File: src/rtl/instruction_loader_pkg.sv
// instruction_loader_pkg: shared types and constants for the instruction-memory loader.
// Contents: loader state encoding, bytes per instruction word, halt word (shared with the CPU halt decode).
package instruction_loader_pkg;
    typedef enum logic [2:0] {
        ST_IDLE,
        ST_RECEIVE,
        ST_PRESENT,
        ST_STROBE,
        ST_DONE
    } state_t;
    localparam int BYTES_PER_WORD = 4;
    localparam logic [31:0] HALT_WORD = 32'hFFFF_FFFF;
endpackage

File: src/rtl/instruction_loader_if.sv
// instruction_loader_if: control, UART byte stream and instruction-memory write port of the loader.
// Signals: i_load_start (start pulse), i_rx_data/i_rx_done (received byte + valid pulse),
//          o_instruction_address/o_instruction/o_flag_write_intruc (memory write port),
//          o_busy/o_load_done/o_overflow/o_rx_drop (status).
// Modports: master = the loader, slave = debug unit / UART / memory side.
interface instruction_loader_if #(
    parameter int SIZE_ADDR_PC = 32,
    parameter int SIZE_BYTE    = 8
);
    logic                    i_load_start;
    logic [SIZE_BYTE-1:0]    i_rx_data;
    logic                    i_rx_done;
    logic [SIZE_ADDR_PC-1:0] o_instruction_address;
    logic [SIZE_ADDR_PC-1:0] o_instruction;
    logic                    o_flag_write_intruc;
    logic                    o_busy;
    logic                    o_load_done;
    logic                    o_overflow;
    logic                    o_rx_drop;
    modport master (
        input  i_load_start, i_rx_data, i_rx_done,
        output o_instruction_address, o_instruction, o_flag_write_intruc,
        output o_busy, o_load_done, o_overflow, o_rx_drop
    );
    modport slave (
        output i_load_start, i_rx_data, i_rx_done,
        input  o_instruction_address, o_instruction, o_flag_write_intruc,
        input  o_busy, o_load_done, o_overflow, o_rx_drop
    );
endinterface

File: src/rtl/instruction_loader_byte_assembler.sv
// instruction_loader_byte_assembler: packs received bytes MSB first into instruction words.
// Ports: i_clk, i_reset (async, active-low), i_clear (restart count), i_enable (accept bytes),
//        i_rx_data/i_rx_done (byte stream), o_word_next (word including the byte now arriving),
//        o_word_ready (pulse: the byte now arriving completes a word).
module instruction_loader_byte_assembler
    import instruction_loader_pkg::*;
#(
    parameter int SIZE_BYTE = 8,
    parameter int SIZE_WORD = 32
) (
    input  logic                 i_clk,
    input  logic                 i_reset,
    input  logic                 i_clear,
    input  logic                 i_enable,
    input  logic [SIZE_BYTE-1:0] i_rx_data,
    input  logic                 i_rx_done,
    output logic [SIZE_WORD-1:0] o_word_next,
    output logic                 o_word_ready
);
    localparam logic [1:0] LAST_BYTE = 2'(BYTES_PER_WORD - 1);
    // Only the bytes already received are stored; the final byte completes the word
    // combinationally so the loader can register the full word on the same edge.
    logic [SIZE_WORD-SIZE_BYTE-1:0] r_shift;
    logic [1:0]                     r_count;
    logic                           w_take;
    assign w_take       = i_enable && i_rx_done;
    assign o_word_next  = {r_shift, i_rx_data};
    assign o_word_ready = w_take && r_count == LAST_BYTE;
    always_ff @(posedge i_clk or negedge i_reset) begin
        if (!i_reset) begin
            r_shift <= '0;
            r_count <= '0;
        end else if (i_clear) begin
            r_count <= '0;
        end else if (w_take) begin
            r_shift <= o_word_next[SIZE_WORD-SIZE_BYTE-1:0];
            r_count <= r_count + 2'd1;
        end
    end
endmodule

File: src/rtl/instruction_loader.sv
// instruction_loader: writes UART-received instruction words to consecutive memory indices from 0.
// Ports: i_clk, i_reset (async, active-low), bus (instruction_loader_if.master):
//        start pulse and byte stream in; memory address/data/write strobe and status flags out.
// A load ends after the halt word is written or after TOTAL_SIZE words (overflow).
module instruction_loader
    import instruction_loader_pkg::*;
#(
    parameter int SIZE_ADDR_PC = 32,
    parameter int TOTAL_SIZE   = 256,
    parameter int SIZE_BYTE    = 8,
    parameter logic [SIZE_ADDR_PC-1:0] HALT_WORD = SIZE_ADDR_PC'(instruction_loader_pkg::HALT_WORD)
) (
    input  logic                i_clk,
    input  logic                i_reset,
    instruction_loader_if.master bus
);
    localparam logic [SIZE_ADDR_PC-1:0] LAST_INDEX = SIZE_ADDR_PC'(TOTAL_SIZE - 1);
    state_t                  r_state;
    logic [SIZE_ADDR_PC-1:0] r_index;
    logic [SIZE_ADDR_PC-1:0] r_address;
    logic [SIZE_ADDR_PC-1:0] r_instruction;
    logic                    r_flag;
    logic                    r_busy;
    logic                    r_done;
    logic                    r_overflow;
    logic                    r_rx_drop;
    logic                    w_start;
    logic                    w_word_ready;
    logic [SIZE_ADDR_PC-1:0] w_word_next;
    assign w_start = bus.i_load_start && (r_state == ST_IDLE || r_state == ST_DONE);
    instruction_loader_byte_assembler #(
        .SIZE_BYTE (SIZE_BYTE),
        .SIZE_WORD (SIZE_ADDR_PC)
    ) u_assembler (
        .i_clk        (i_clk),
        .i_reset      (i_reset),
        .i_clear      (w_start),
        .i_enable     (r_state == ST_RECEIVE),
        .i_rx_data    (bus.i_rx_data),
        .i_rx_done    (bus.i_rx_done),
        .o_word_next  (w_word_next),
        .o_word_ready (w_word_ready)
    );
    always_ff @(posedge i_clk or negedge i_reset) begin
        if (!i_reset) begin
            r_state       <= ST_IDLE;
            r_index       <= '0;
            r_address     <= '0;
            r_instruction <= '0;
            r_flag        <= 1'b0;
            r_busy        <= 1'b0;
            r_done        <= 1'b0;
            r_overflow    <= 1'b0;
            r_rx_drop     <= 1'b0;
        end else begin
            // Bytes arriving while a word is being written have nowhere to go.
            if (bus.i_rx_done && (r_state == ST_PRESENT || r_state == ST_STROBE))
                r_rx_drop <= 1'b1;
            case (r_state)
                ST_IDLE, ST_DONE: begin
                    if (w_start) begin
                        r_state    <= ST_RECEIVE;
                        r_index    <= '0;
                        r_overflow <= 1'b0;
                        r_rx_drop  <= 1'b0;
                        r_done     <= 1'b0;
                        r_busy     <= 1'b1;
                    end
                end
                ST_RECEIVE: begin
                    // Address and data are loaded on entry to PRESENT so they are
                    // stable for a full cycle before the strobe rises.
                    if (w_word_ready) begin
                        r_instruction <= w_word_next;
                        r_address     <= r_index;
                        r_state       <= ST_PRESENT;
                    end
                end
                ST_PRESENT: begin
                    r_flag  <= 1'b1;
                    r_state <= ST_STROBE;
                end
                ST_STROBE: begin
                    r_flag  <= 1'b0;
                    r_index <= r_index + 1'b1;
                    if (r_instruction == HALT_WORD || r_index == LAST_INDEX) begin
                        r_state    <= ST_DONE;
                        r_busy     <= 1'b0;
                        r_done     <= 1'b1;
                        r_overflow <= r_instruction != HALT_WORD;
                    end else begin
                        r_state <= ST_RECEIVE;
                    end
                end
                default: r_state <= ST_IDLE;
            endcase
        end
    end
    assign bus.o_instruction_address = r_address;
    assign bus.o_instruction         = r_instruction;
    assign bus.o_flag_write_intruc   = r_flag;
    assign bus.o_busy                = r_busy;
    assign bus.o_load_done           = r_done;
    assign bus.o_overflow            = r_overflow;
    assign bus.o_rx_drop             = r_rx_drop;
endmodule
File: src/flat_wrapper.sv
// flat-port wrapper written by rule: the top's interface ports become plain ports
module instruction_loader_flat import instruction_loader_pkg::*;
#(
    parameter int SIZE_ADDR_PC = 32,
    parameter int TOTAL_SIZE   = 256,
    parameter int SIZE_BYTE    = 8,
    parameter logic [SIZE_ADDR_PC-1:0] HALT_WORD = SIZE_ADDR_PC'(instruction_loader_pkg::HALT_WORD)
)
  (i_clk, i_reset, bus_i_load_start, bus_i_rx_data, bus_i_rx_done, bus_o_instruction_address, bus_o_instruction, bus_o_flag_write_intruc, bus_o_busy, bus_o_load_done, bus_o_overflow, bus_o_rx_drop);
  instruction_loader_if #(.SIZE_ADDR_PC(SIZE_ADDR_PC), .SIZE_BYTE(SIZE_BYTE)) bus_i ();
  input  logic i_clk;
  input  logic i_reset;
  input wire logic [$bits(bus_i.i_load_start)-1:0] bus_i_load_start;
  input wire logic [$bits(bus_i.i_rx_data)-1:0] bus_i_rx_data;
  input wire logic [$bits(bus_i.i_rx_done)-1:0] bus_i_rx_done;
  output wire logic [$bits(bus_i.o_instruction_address)-1:0] bus_o_instruction_address;
  output wire logic [$bits(bus_i.o_instruction)-1:0] bus_o_instruction;
  output wire logic [$bits(bus_i.o_flag_write_intruc)-1:0] bus_o_flag_write_intruc;
  output wire logic [$bits(bus_i.o_busy)-1:0] bus_o_busy;
  output wire logic [$bits(bus_i.o_load_done)-1:0] bus_o_load_done;
  output wire logic [$bits(bus_i.o_overflow)-1:0] bus_o_overflow;
  output wire logic [$bits(bus_i.o_rx_drop)-1:0] bus_o_rx_drop;
  assign bus_i.i_load_start = bus_i_load_start;
  assign bus_i.i_rx_data = bus_i_rx_data;
  assign bus_i.i_rx_done = bus_i_rx_done;
  assign bus_o_instruction_address = bus_i.o_instruction_address;
  assign bus_o_instruction = bus_i.o_instruction;
  assign bus_o_flag_write_intruc = bus_i.o_flag_write_intruc;
  assign bus_o_busy = bus_i.o_busy;
  assign bus_o_load_done = bus_i.o_load_done;
  assign bus_o_overflow = bus_i.o_overflow;
  assign bus_o_rx_drop = bus_i.o_rx_drop;
  instruction_loader #(.SIZE_ADDR_PC(SIZE_ADDR_PC), .TOTAL_SIZE(TOTAL_SIZE), .SIZE_BYTE(SIZE_BYTE), .HALT_WORD(HALT_WORD)) u_core (.i_clk(i_clk), .i_reset(i_reset), .bus(bus_i));
endmodule
File: config.mk
export PLATFORM = sky130hd
export DESIGN_NAME = instruction_loader_flat
export DESIGN_NICKNAME = d
export VERILOG_FILES = /design/src/rtl/instruction_loader_pkg.sv /design/src/rtl/instruction_loader_if.sv /design/src/rtl/instruction_loader_byte_assembler.sv /design/src/rtl/instruction_loader.sv /design/src/flat_wrapper.sv
export SDC_FILE = /design/constraint.sdc
export NUM_CORES = 1
export LEC_CHECK = 0
export BUFFER_PORTS_ARGS = -buffer_cell sky130_fd_sc_hd__buf_4
export CAP_MARGIN = 15
export CELL_PAD_IN_SITES_DETAIL_PLACEMENT = 0
export CELL_PAD_IN_SITES_GLOBAL_PLACEMENT = 1
export CORE_AREA = 5 5 151 153
export DETAILED_ROUTE_END_ITERATION = 10
export DIE_AREA = 0 0 156 158
export PLACE_DENSITY = 0.52
export SYNTH_ARGS = -nofsm -noshare
export SYNTH_HDL_FRONTEND = slang
export SYNTH_SLANG_ARGS = --single-unit
export TNS_END_PERCENT = 10
File: constraint.sdc
create_clock -name i_clk -period 1.9 [get_ports i_clk]
set_input_delay 0 -clock i_clk [delete_from_list [all_inputs] [get_ports i_clk]]
set_output_delay 0 -clock i_clk [all_outputs]
set_load 0.1 [all_outputs]
==> results.py <==
metrics = {
    "outcome": {
        "run_status": "finished, violations left",
        "violations": "setup timing",
    },
    "die": {
        "die_height_um": 158,
        "design.portCount": 81,
        "die_area_mm2": 0.0246,
        "floorplan.core_area_mm2": 0.0214,
        "fp-row-count": 54,
        "die_outline_width_um": 156,
        "initial_core_utilization_pct": 25.3,
    },
    "critical_path": {
        "crit-reg2reg-capture": "u_core.bus.o_overflow",
        "worst-path-max-fanout": 2,
        "critPathCaptureType": "flip-flop",
        "worst-endpoint-required_ns": 2.23,
        "critPathArrivalTime_ns": 2.29,
        "rr_startpoint": "u_core.r_index[27]",
        "timing.reg2reg.worst_path_depth": 4,
        "critical_path_startpoint_category": "flip-flop",
        "worstSetupPathType": "reg2reg",
        "worst-r2r-setup-slack_ns": -0.06,
    },
    "detailed_routing": {
        "ant_nets": 0,
        "avgViaCountPerCell": 4.51,
        "wire_per_inst_um": 15.5,
        "dr_total_vias": 3748,
        "drt_first_pass_iters": 4,
        "drt_iter0_markers": 177,
        "routed_wire_length_um": 12900,
        "route.detailed.drc": 0,
    },
    "final_layout": {
        "fill_cells": 2099,
        "antennaDiodeCount": 0,
        "fin_util_pct": 34.4,
        "final_design_area_no_fill_mm2": 0.00736,
        "final_cell_mix": "130 x dfrtp_1, 112 x buf_4, 88 x mux2_2",
        "layout-drive-gt1-share_pct": 45.0,
        "nets": 552,
        "most_frequent_standard_cell_in_the_layout_excluding_fill_and_tap_cells": "dfrtp_1",
        "flow.area_growth_from_synthesis_pct": 36.0,
    },
    "cts": {
        "cts_setup_buffers": 0,
        "clock_tree_from_tritoncts": "yes",
        "h-tree-depth": 4,
        "cts.sinks": 130,
        "ctsRootBufferMaster": "clkbuf_16",
        "clock_latency_ns": 0.42,
        "ctsLongestPathBuffers": 2,
        "cts_buffers": 17,
        "cts.reportedPaths.clkPinSlew_ns": 0.06,
    },
    "global_routing": {
        "grt_remaining_overflow": 0,
        "global_route.usage.total_pct": 11.0,
        "number_of_antenna_violations_at_the_first_check_in_global_routing": 0,
        "grt_first_pass_wirelength_um": 21200,
        "grt_max_degree": 57,
        "first_global_vias": 3930,
    },
    "sta": {
        "min_period_ns": 1.96,
        "grt_setup_unrepaired": "yes",
        "final_hold_viol_count": 0,
        "final.setup.tns_ns": -0.0564,
        "tightest_slew_ns": 0.486,
        "fmax_ghz": 0.511,
        "final_cycle_utilization_of_the_critical_path_pct": 103,
        "final-setup-viol-count": 1,
        "layout_setup_ws_ns": -0.0564,
        "drv_slew": 0,
        "max_slew_margin_pct": 67.3,
        "clock_skew_ns": 0.0162,
    },
    "placed_design": {
        "dp_hpwl_um": 9130,
        "io_buffer_count": 80,
        "gpl.final_weighted_congestion": 0.765,
        "post_dp_cell_area_mm2": 0.00664,
        "place_worst_setup_slack_ns": -0.0507,
    },
    "run": {
        "max_cap_viol_count": 0,
    },
    "logic_synthesis": {
        "synth_cells": 411,
        "seq_area_frac_synth_pct": 60.1,
        "synth_fp_nets": 425,
        "post_synthesis_sequential_element_count": 130,
        "ys.warnings.count": 0,
        "synth_cell_type_count": 36,
        "syn_area_per_cell_um2": 13.2,
        "synth.cell_area_mm2": 0.00542,
    },
    "worst_hold_path": {
        "worst_hold_path_type": "in2async",
    },
}
==> through the flow <==
step	instances	hold WS, ns
2_1_floorplan	411	-0.296
3_3_place_gp	788	-0.000903
3_5_place_dp	788	0.00322
4_1_cts	831	0.109
5_1_grt	831	0.146
6_report	831	0.0955
==> metal layers <==
metal / global-route usage, % / vias to the layer above / part of all wire [%]
li1: - / 1764 / -
met1: 13.9 / 1891 / 45
met2: 18.0 / 79 / 49
met3: 3.61 / 14 / 4.8
met4: 3.38 / 0 / 1.1
met5: 0 / - / 0
==> worst max-delay path, cell delays in order, from the launching register on <==
cell,delay [ns]
dfrtp_1,0.38
or4_1,0.52
or4_4,0.51
or3_1,0.32
a32oi_1,0.14
==> worst max-delay path by stage <==
stage | from | endpoint | slack [ns] | cells past startpoint
CTS | u_core.r_index[27] | u_core.bus.o_busy | -0.04 | 5
finish | u_core.r_index[27] | u_core.bus.o_overflow | -0.06 | 4
floorplan | u_core.r_index[23] | u_core.bus.o_overflow | -0.01 | 4
global route | u_core.r_index[27] | u_core.bus.o_overflow | -0.08 | 4
global placement | u_core.r_index[23] | u_core.bus.o_overflow | -0.04 | 4
detailed placement | u_core.r_index[23] | u_core.bus.o_busy | -0.05 | 5
==> what timing repair did <==
action | in CTS | in global routing
endpoints found under the setup margin | 4 | 6
endpoints found under the hold margin | 92 | 0
pin swaps | 3 | 0
hold buffers | 11 | 0
resized for setup | 2 | 2
==> synthesized netlist by cell type <==
cell type	number	area share, %
nand2_1	37	2.6
nand3b_2	1	0.21
mux2i_1	23	4.3
a21oi_1	2	0.18
a31oi_1	1	0.12
o21ai_0	8	0.74
o2bb2ai_1	1	0.16
ha_1	2	0.46
or4_1	4	0.55
nand4_1	22	2.5
o31ai_1	5	0.69
o211ai_1	4	0.55
a22o_1	3	0.49
or3_1	1	0.12
a21o_1	1	0.14
or2_2	1	0.12
clkbuf_1	11	0.76
nor4bb_1	1	0.18
and3_2	2	0.28
and2_2	1	0.14
and4_1	2	0.32
a21boi_0	1	0.14
inv_1	4	0.28
a32oi_1	2	0.32
and3b_1	2	0.32
nor2_1	8	0.55
nor3b_1	1	0.14
nor3_1	2	0.18
and3_1	2	0.23
buf_2	9	0.83
nand2b_1	2	0.23
mux2_2	88	18
nand3_1	13	1.2
dfrtp_1	130	60
nor4_1	11	1.3
and2_1	3	0.35
==> flip-flops by register name, indices dropped and copies added, names as in the netlist <==
name / flops
u_core.bus.o_load_done: 1
u_core.bus.o_rx_drop: 1
u_core.bus.o_busy: 1
u_core.bus.o_overflow: 1
u_core.r_state: 3
u_core.u_assembler.r_shift: 24
u_core.u_assembler.r_count: 2
u_core.bus.o_instruction: 32
u_core.r_index: 32
u_core.bus.o_instruction_address: 32
u_core.bus.o_flag_write_intruc: 1
==> cell type report <==
class | count | area [um^2] | share of cell area (%)
Clock buffer | 17 | 425 | 5.78
Clock inverter | 15 | 170 | 2.31
Inverter | 4 | 15.0 | 0.204
Multi-Input combinational cell | 257 | 2100 | 28.5
Sequential cell | 130 | 3250 | 44.2
Tap cell | 280 | 350 | 4.76
Timing Repair Buffer | 128 | 1050 | 14.3
==> cells by family (layout without fill, tap and decap cells) <==
| logic type | count (synthesis) | after routing | synth area share [%] |
|---|---|---|---|
| DFF | 130 | 130 | 60.1 |
| and+or+nand+nor | 116 | 116 | 11.5 |
| muxes | 111 | 111 | 22.6 |
| AOI/OAI and AO/OA | 28 | 28 | 3.54 |
| buffers and inverters | 24 | 164 | 1.87 |
| adders and majority gates | 2 | 2 | 0.462 |
Power is not shown: default switching activity piles up to over one toggle a cycle in this logic, so the estimate is an artifact.
